**config.mk**
```make
export PLATFORM = sky130hd
export DESIGN_NAME = gcd_lcm_seq
export DESIGN_NICKNAME = d
export VERILOG_FILES = /design/src/rtl/gcd_lcm_seq.sv
export SDC_FILE = /design/constraint.sdc
export NUM_CORES = 1
export LEC_CHECK = 0
export BUFFER_PORTS_ARGS = -buffer_cell sky130_fd_sc_hd__buf_2
export CAP_MARGIN = 20
export CORE_ASPECT_RATIO = 1.5
export CORE_MARGIN = 3
export CORE_UTILIZATION = 42
export CTS_CLUSTER_DIAMETER = 50
export DETAILED_ROUTE_END_ITERATION = 10
export GPL_TIMING_DRIVEN = 1
export SYNTH_ARGS = -nofsm -noshare
export SYNTH_HDL_FRONTEND = slang
export SYNTH_SLANG_ARGS = --single-unit
```
**constraint.sdc**
```tcl
create_clock -name clk -period 3.3 [get_ports clk]
set_clock_uncertainty 0.1 [all_clocks]
set_input_delay 0.165 -clock clk [delete_from_list [all_inputs] [get_ports clk]]
set_output_delay 0.165 -clock clk [all_outputs]
set_load 0.005 [all_outputs]
```
**src/rtl/gcd_lcm_seq.sv**
```systemverilog
// Handshaked GCD/LCM engine: GCD by repeated subtraction, then LCM = (a/gcd) * b
// using a restoring divider and a shift-add multiplier that share the quotient register.
module gcd_lcm_seq #(
    parameter int W = 7
) (
    input  logic           clk,
    input  logic           rst,
    input  logic           in_valid,
    output logic           in_ready,
    input  logic [W-1:0]   a,
    input  logic [W-1:0]   b,
    output logic           out_valid,
    input  logic           out_ready,
    output logic [W-1:0]   gcd,
    output logic [2*W-1:0] lcm,
    output logic           err
);

    localparam int CW = $clog2(W + 1);

    typedef enum logic [2:0] {S_IDLE, S_GCD, S_DIV, S_MUL, S_DONE} state_e;

    state_e           state_q, state_d;
    logic [W-1:0]     x_q, x_d, y_q, y_d;
    logic [W-1:0]     ar_q, ar_d, br_q, br_d;
    logic [W-1:0]     gcd_q, gcd_d;
    logic [2*W-1:0]   lcm_q, lcm_d;
    logic             err_q, err_d;
    logic [W:0]       rem_q, rem_d;
    logic [W-1:0]     quo_q, quo_d;
    logic [2*W-1:0]   mcand_q, mcand_d;
    logic [2*W-1:0]   acc_q, acc_d;
    logic [CW-1:0]    cnt_q, cnt_d;
    logic [W:0]       rem_shift;
    logic [2*W-1:0]   acc_sum;

    always_comb begin
        // NOTE: every signal gets a default before the case so no path can infer a latch.
        state_d   = state_q;
        x_d       = x_q;
        y_d       = y_q;
        ar_d      = ar_q;
        br_d      = br_q;
        gcd_d     = gcd_q;
        lcm_d     = lcm_q;
        err_d     = err_q;
        rem_d     = rem_q;
        quo_d     = quo_q;
        mcand_d   = mcand_q;
        acc_d     = acc_q;
        cnt_d     = cnt_q;
        rem_shift = {rem_q[W-1:0], quo_q[W-1]};
        acc_sum   = quo_q[0] ? (acc_q + mcand_q) : acc_q;

        case (state_q)
            S_IDLE: begin
                if (in_valid) begin
                    x_d   = a;
                    y_d   = b;
                    ar_d  = a;
                    br_d  = b;
                    err_d = 1'b0;
                    gcd_d = '0;
                    lcm_d = '0;
                    if (a == '0 && b == '0) begin
                        err_d   = 1'b1;
                        state_d = S_DONE;
                    end else if (a == '0 || b == '0) begin
                        gcd_d   = a | b;
                        state_d = S_DONE;
                    end else begin
                        state_d = S_GCD;
                    end
                end
            end
            S_GCD: begin
                if (x_q > y_q) begin
                    x_d = x_q - y_q;
                end else if (y_q > x_q) begin
                    y_d = y_q - x_q;
                end else begin
                    gcd_d   = x_q;
                    rem_d   = '0;
                    quo_d   = ar_q;
                    cnt_d   = '0;
                    state_d = S_DIV;
                end
            end
            S_DIV: begin
                // Dividend bits shift out of quo_q as quotient bits shift in.
                quo_d = {quo_q[W-2:0], 1'b0};
                rem_d = rem_shift;
                if (rem_shift >= {1'b0, gcd_q}) begin
                    rem_d    = rem_shift - {1'b0, gcd_q};
                    quo_d[0] = 1'b1;
                end
                cnt_d = cnt_q + 1'b1;
                if (cnt_q == CW'(W - 1)) begin
                    cnt_d   = '0;
                    acc_d   = '0;
                    mcand_d = {{W{1'b0}}, br_q};
                    state_d = S_MUL;
                end
            end
            S_MUL: begin
                acc_d   = acc_sum;
                mcand_d = mcand_q << 1;
                quo_d   = quo_q >> 1;
                cnt_d   = cnt_q + 1'b1;
                if (cnt_q == CW'(W - 1)) begin
                    cnt_d   = '0;
                    lcm_d   = acc_sum;
                    state_d = S_DONE;
                end
            end
            S_DONE: begin
                if (out_ready) state_d = S_IDLE;
            end
            default: state_d = S_IDLE;
        endcase
    end

    always_ff @(posedge clk) begin
        // NOTE: non-blocking assignments so every flop samples pre-edge values.
        if (rst) begin
            state_q <= S_IDLE;
            x_q     <= '0;
            y_q     <= '0;
            ar_q    <= '0;
            br_q    <= '0;
            gcd_q   <= '0;
            lcm_q   <= '0;
            err_q   <= 1'b0;
            rem_q   <= '0;
            quo_q   <= '0;
            mcand_q <= '0;
            acc_q   <= '0;
            cnt_q   <= '0;
        end else begin
            state_q <= state_d;
            x_q     <= x_d;
            y_q     <= y_d;
            ar_q    <= ar_d;
            br_q    <= br_d;
            gcd_q   <= gcd_d;
            lcm_q   <= lcm_d;
            err_q   <= err_d;
            rem_q   <= rem_d;
            quo_q   <= quo_d;
            mcand_q <= mcand_d;
            acc_q   <= acc_d;
            cnt_q   <= cnt_d;
        end
    end

    assign in_ready  = (state_q == S_IDLE);
    assign out_valid = (state_q == S_DONE);
    assign gcd       = gcd_q;
    assign lcm       = lcm_q;
    assign err       = err_q;

endmodule
```
==> summary.txt, run 1 <==
STA
  • Normalized max-slew margin: 40.83%
  • Setup violations, final: 0
  • Achievable Freq: 0.3582 GHz
  • Transition time at the pin with the least slew margin: ~890 ps
  • Setup repair after global routing missed its margin: false
  • Final worst slack: just over 500 ps
  • Count of final hold-check violations: 0
  • Number of max-slew violations in the final report: 0
  • Final cycle utilization of the critical path: a little over four fifths
  • Crit path time final: around 2800 ps
  • Final TNS setup: 0 ps

Synthesis
  • Primary flip-flop cell chosen by synthesis mapping: dfxtp_1
  • Share of synthesized area occupied by flip-flops and latches: 34.01%
  • Share of synthesized flip-flops with an asynchronous set or reset: 0%
  • Main combinational cell family by area after synthesis: compound AO/OA/AOI/OAI gates
  • Avg Synthesized Cell Area: a little under 8 µm²
  • Number of flops mapped to enable cells by yosys: 0
  • Number of warning messages in the yosys log: 0
  • Gate count after technology mapping: approximately 730
  • Nets in the synthesized netlist: 789
  • Number of different library cells in the post-synthesis netlist: 68
  • Share of synthesized area spent on multiplexers: 3.145%
  • Compound-cell area share of the yosys netlist: 23.73%
  • Synthesized flop and latch total: just under 100
  • Simple-gate area share of the yosys netlist: between 20% and 30%
  • Xor and xnor fraction of the mapped netlist area: 2.733%
  • Adder-Cell Fraction of Synth Area: 8.764%
  • Mapped Area: ~0.0058 mm²

Worst hold path
  • Classification of the worst-slack hold path: in -> reg
  • Worst hold path depth: 3

Setup path
  • Endpoint arrival time on the critical path: 2890 ps
  • Kind of critical path: reg -> reg
  • Critical Path Source Type: flip-flop
  • Sort of element at the end of the critical path: flip-flop
  • Critical Path RT: 3400 ps
  • FF-to-FF path depth: 10
  • Crit-path max FO: 10

Pwr
  • VDD IR max: 0.8973 mV
  • Leak: 2.470 nW
  • Power density normalized to cell area: slightly above 900 mW/mm²

Floorplan
  • Die extent in x: 101.7 µm
  • Die Span Y: approximately 150 µm
  • Starting utilization of the core area: 43.67%
  • Total number of placement rows: around 50
  • Total I/O pin count: 42
  • Core area: 0.01321 mm²
  • Total Die Area: 0.01520 mm²

Clock tree
  • Clock tree root driver cell: clkbuf_16
  • Number of setup buffers added after CTS: 0
  • CTS tree: done
  • CTS clk-pin slew, worst paths: 70 ps
  • Insertion delay to the later sink of the worst-skew pair: between 300 and 400 ps
  • Maximum clock path buffer count: 2
  • H-tree levels: 3
  • TritonCTS buffer count: 9
  • Number of clock sinks: 98

GRT
  • Overflow left after global routing: 0
  • Wire length of the first global-routing pass: 26,170 µm
  • Total routing resource utilization after global routing: 21.55%
  • Maximum number of pins on one net before global-route repair: 82
  • Via count of the first global-routing pass: ~5,300
  • Initial antenna violation count: 0

Finish
  • Share of cells above drive strength 1: 11.95%
  • Fill cell instance count of the final layout: 1,344
  • Area growth from synthesis to layout: 11.37%
  • Non-filler cells in the finished layout: 929
  • Nets: 821
  • Number of diodes added for antenna fixing: 0

Drt
  • Vias: 5,422
  • Remaining antenna violation count after routing: 0
  • Average wire length per cell after detail routing: 17.14 µm
  • First DRT Iteration DRCs: just over 200
  • First-pass iteration count of the detailed router: 4
  • Post-detailed-route via-to-cell ratio: 5.836
  • Total routed wirelength: approximately 16,000 µm
  • Post-route DRC violation count: 0

Place
  • GPL Wtd Cong: 0.9361
  • Count of placed standard cells including taps: roughly 910
  • Port Buf Inserts: 41
  • Post-place setup slack: between 500 and 600 ps
  • Sum of net half-perimeters after detailed placement: about 12,000 µm

Run status
  • Status: completed

Run
  • Max-cap viol count: 0
## state kept, by name, indices dropped and copies added (netlist names)
name     cells
x_q          7
ar_q         7
err          1
br_q         7
acc_q       14
y_q          7
lcm         14
rem_q        7
state_q      3
gcd          7
mcand_q     14
cnt_q        3
quo_q        7
## what timing repair did
item / in CTS / in global routing
gates resized for setup: 0 / 0
hold buffers: 2 / 0
endpoints found under the hold margin: 2 / 0
## critical path, cell delays in order (launching register included)
cell,delay (ps)
dfxtp_1,450
inv_1,120
ha_1,330
nor2b_1,140
o21ai_0,250
a21oi_1,160
nor2_1,250
a21oi_1,140
buf_4,190
a2111oi_0,440
nor3_1,70
## synth_stat cells, drive strengths merged, types with 7 or more instances
| master | n | area [µm²] |
|---|---|---|
| dfxtp | 98 | 1962 |
| nand4 | 7 | 43.79 |
| a22oi | 9 | 67.56 |
| nor3 | 35 | 185.2 |
| nor2 | 78 | 305.3 |
| buf | 17 | 90.09 |
| nand3 | 10 | 50.05 |
| a2111oi | 8 | 70.07 |
| inv | 29 | 108.9 |
| a311oi | 10 | 87.58 |
| mux2i | 17 | 170.2 |
| xnor2 | 12 | 105.1 |
| nor2b | 12 | 82.58 |
| clkbuf | 20 | 75.07 |
| nand2 | 103 | 394.1 |
| a21oi | 74 | 370.4 |
| ha | 34 | 425.4 |
| o21ai | 52 | 264.0 |
| a211oi | 14 | 120.1 |
## cell usage in the layout, fill, tap and decap left out, types with 5 or more instances in the layout
| cell type | netlist | final |
|---|---|---|
| and2_1 | 6 | 6 |
| mux2i_1 | 17 | 17 |
| buf_2 | 12 | 41 |
| a22o_1 | 6 | 6 |
| nand2_1 | 100 | 100 |
| a21oi_1 | 74 | 74 |
| ha_1 | 34 | 34 |
| nor2_1 | 75 | 75 |
| and3_1 | 5 | 5 |
| nor3_1 | 33 | 33 |
| xor2_1 | 6 | 6 |
| nand4_1 | 7 | 7 |
| a311oi_1 | 10 | 10 |
| or3_1 | 6 | 6 |
| a2111oi_0 | 8 | 8 |
| xnor2_1 | 12 | 12 |
| o21ai_0 | 47 | 47 |
| a22oi_1 | 9 | 9 |
| dfxtp_1 | 98 | 98 |
| clkbuf_16 | 0 | 9 |
| nand3_1 | 10 | 10 |
| buf_4 | 1 | 15 |
| a211oi_1 | 11 | 11 |
| inv_1 | 29 | 29 |
| nor2b_1 | 11 | 11 |
## cells by family after synthesis
group                    after synthesis
AO/OA/AOI/OAI                        214
AND/OR/NAND/NOR                      280
multiplexers                          18
XOR/XNOR                              18
adder cells (fa/ha/maj)               38
flip-flops                            98
buffers and inverters                 67
## through the flow
stage | instance area, µm² | total power [mW] | hold WS (ps) | utilization, %
final | 6424 | 5.914 | 18.97 | 48.63
after global routing | 6424 | 6.394 | 23.83 | 48.63
after CTS | 6424 | 5.930 | 4.834 | 48.63
after detailed placement | 6120 | 4.895 | 341.5 | 46.33
after global placement | 6120 | 4.853 | 337.2 | 46.33
after floorplan | 5768 | 4.104 | 201.0 | -
## per-layer routing
metal  track usage [%]  wire length [µm]  vias up
met2             39.42              8523      123
met4             8.051               434        0
met5                 0                 0        -
met1             24.99              6333     2584
li1                  -                 -     2682
met3             2.892               633       33
## final cells by class
| cell class | count | area [µm²] | area share [%] |
|---|---|---|---|
| Multi-Input combinational cell | 568 | 3528 | 54.93 |
| Sequential cell | 98 | 1962 | 30.54 |
| Timing Repair Buffer | 58 | 337.8 | 5.259 |
| Clock buffer | 13 | 260.3 | 4.051 |
| Tap cell | 159 | 198.9 | 3.097 |
| Inverter | 30 | 112.6 | 1.753 |
| Clock inverter | 3 | 23.77 | 0.3701 |
## worst paths after layout
kind              slack [ps]                    to                start
setup reg to reg         510   gcd[0]$_SDFFE_PP0P_  x_q[1]$_SDFFE_PP0P_
setup / recovery         510   gcd[0]$_SDFFE_PP0P_  x_q[1]$_SDFFE_PP0P_
hold reg to reg          350   lcm[2]$_SDFFE_PP0P_  lcm[2]$_SDFFE_PP0P_
hold / removal            20  br_q[6]$_SDFFE_PP0P_                 b[6]
## power breakdown
| part | leakage, nW | internal [mW] | total [mW] | switching, mW |
|---|---|---|---|---|
| clock | 0.132 | 0.555 | 1.01 | 0.460 |
| sequential | 0.797 | 1.41 | 1.69 | 0.271 |
| combinational | 1.54 | 1.26 | 3.21 | 1.95 |
| total | 2.47 | 3.23 | 5.91 | 2.68 |
Note: power is estimated with default switching activity, not from simulation.
==> run 2: changes to the inputs <==
- clock period: 3.3 -> 2.7 ns (I/O delays scaled with it)
==> run 2 against run 1 <==
Effect of this change: the run now ends with setup timing left; fmax rose by 2.6%; via count rose by 0.72%; worst hold slack got worse by 3.1 ps; register-to-register slack worse by 530 ps; clock power grew 20%; sequential power grew 20%; final cell count grew 2.6%; critical path depth down 1; critical path type unchanged.
==> summary.txt, run 2 (same netlist as run 1, synthesis figures left out) <==
Pwr
  • VDD IR max: approximately 1.3 mV
  • Clock network fraction of design power: 16.0%
  • Total net switching power: 3.348 mW
  • Power density normalized to cell area: around 1100 mW/mm²
  • Leak: 2.595 nW
  • Fraction of power spent switching nets: 44.41%
  • Internal Power: 4.191 mW
  • Seq pwr share: 26.8%
  • Share of total power in combinational logic: 57.2%

Clock tree
  • Number of clock sinks: 98
  • Clock tree root driver cell: clkbuf_16
  • TritonCTS buffer count: 9
  • CTS tree: done
  • H-tree levels: 3
  • Insertion delay to the later sink of the worst-skew pair: ~340 ps
  • Maximum clock path buffer count: 2
  • CTS clk-pin slew, worst paths: 70 ps

STA
  • Crit path time final: approximately 2700 ps
  • Setup violations, final: 1
  • Normalized max-slew margin: roughly 53%
  • Final worst slack: -21.41 ps
  • Final cycle utilization of the critical path: 100.8%
  • Setup repair after global routing missed its margin: true
  • Number of max-slew violations in the final report: 0
  • Transition time at the pin with the least slew margin: 708.5 ps
  • Count of final hold-check violations: 0
  • Achievable Freq: 0.3675 GHz

Floorplan
  • Total I/O pin count: 42
  • Total Die Area: 0.01520 mm²
  • Total number of placement rows: 51
  • Die Span Y: 149.5 µm
  • Die extent in x: ~100 µm
  • Starting utilization of the core area: between 40% and 50%
  • Core area: 0.01321 mm²

Place
  • Port Buf Inserts: 41
  • GPL Wtd Cong: between 0.9 and 1
  • Post-place setup slack: -71.02 ps
  • Sum of net half-perimeters after detailed placement: 12,170 µm

Finish
  • Share of cells above drive strength 1: 13.85%
  • Number of diodes added for antenna fixing: 0
  • Most common cell after layout, fill and taps aside: nand2_1
  • Nets: 845
  • Finished Core Util: 50.27%
  • Most frequent cells in the layout: 100 x nand2_1, 98 x dfxtp_1, 74 x nor2_1, 74 x a21oi_1, 46 x o21ai_0
  • Area growth from synthesis to layout: 15.12%

Drt
  • Post-detailed-route via-to-cell ratio: 5.730
  • Post-route DRC violation count: 0
  • Vias: about 5,500
  • Remaining antenna violation count after routing: 0
  • First-pass iteration count of the detailed router: 4
  • Average wire length per cell after detail routing: 16.99 µm
  • First DRT Iteration DRCs: 257
  • Total routed wirelength: 16,190 µm

GRT
  • Total routing resource utilization after global routing: 21.83%
  • Wire length of the first global-routing pass: 26,230 µm
  • Initial antenna violation count: 0
  • Maximum number of pins on one net before global-route repair: 52
  • Via count of the first global-routing pass: ~5,300
  • Overflow left after global routing: 0

Setup path
  • Crit-path max FO: 8
  • Capturing instance or port of the critical path: gcd[0]$_SDFFE_PP0P_
  • Endpoint arrival time on the critical path: 2820 ps
  • Critical Path RT: 2800 ps
  • Sort of element at the end of the critical path: flip-flop
  • Kind of critical path: reg -> reg
  • Worst setup path startpoint: x_q[5]$_SDFFE_PP0P_
  • FF-to-FF path depth: 9
  • Capturing point of the worst reg2reg path: gcd[0]$_SDFFE_PP0P_
  • Reg-to-Reg Start: x_q[5]$_SDFFE_PP0P_
  • Critical Path Source Type: flip-flop
  • Flop2flop setup slack: -20 ps

Worst hold path
  • Classification of the worst-slack hold path: in -> reg
  • Worst hold path depth: 3

Run status
  • Status: complete, but fails checks
  • Failing checks: setup timing

Run
  • Max-cap viol count: 0
run 2: timing repair:
item	4_1_cts	5_1_grt
pin swaps	0	1
hold buffers	11	0
gates resized for setup	2	6
setup endpoints to repair	2	24
buffers inserted	0	4
hold endpoints to repair	13	0
run 2: critical path, stage by stage, from the launching register on:
cell	delay, ps
dfxtp_1	400
inv_1	60
ha_1	400
nand4_1	220
a21oi_1	90
nor3_2	240
a21oi_1	130
buf_4	180
a2111oi_1	670
nor3_1	80
run 2: through the flow:
step | instance area, µm² | TNS [ps] | std cells | hold WS, ps | total power [mW]
floorplan | 5768 | 0 | 733 | 171.0 | 5.016
global placement | 6202 | -14.14 | 922 | 333.2 | 6.150
global route | 6640 | -154.0 | 953 | 23.79 | 8.191
CTS | 6589 | 0 | 949 | 5.143 | 7.476
finish | 6640 | -21.41 | 953 | 15.82 | 7.539
detailed placement | 6202 | -87.35 | 922 | 338.7 | 6.223
run 2: worst min path at each step:
stage / endpoint / slack (ps) / from
CTS: x_q[3]$_SDFFE_PP0P_ / 5 / a[3]
global route: br_q[3]$_SDFFE_PP0P_ / 20 / b[3]
floorplan: ar_q[0]$_SDFFE_PP0P_ / 170 / a[0]
detailed placement: br_q[5]$_SDFFE_PP0P_ / 340 / b[5]
global placement: br_q[6]$_SDFFE_PP0P_ / 330 / b[6]
finish: x_q[3]$_SDFFE_PP0P_ / 20 / a[3]
run 2: routing by layer:
layer | wire [µm] | global-route usage [%]
met1 | 6517 | 24.52
met2 | 8563 | 39.97
met3 | 514 | 3.451
met4 | 592 | 9.182
met5 | 0 | 0
run 2: area by class of cell:
| cell class | instances | area, µm² |
|---|---|---|
| Fill cell | 1318 | 6569 |
| Multi-Input combinational cell | 568 | 3552 |
| Tap cell | 159 | 198.9 |
| Sequential cell | 98 | 1962 |
| Clock inverter | 4 | 27.53 |
| Clock buffer | 12 | 246.5 |
| Timing Repair Buffer | 82 | 540.5 |
| Inverter | 30 | 112.6 |
run 2: power by group through the flow:
stage | combinational, mW | sequential, mW | clock [mW]
floorplan | 3.06 | 1.95 | 0
global placement | 4.11 | 2.04 | 0
detailed placement | 4.17 | 2.05 | 0
CTS | 4.22 | 2.02 | 1.24
global route | 4.83 | 2.05 | 1.30
finish | 4.31 | 2.02 | 1.21
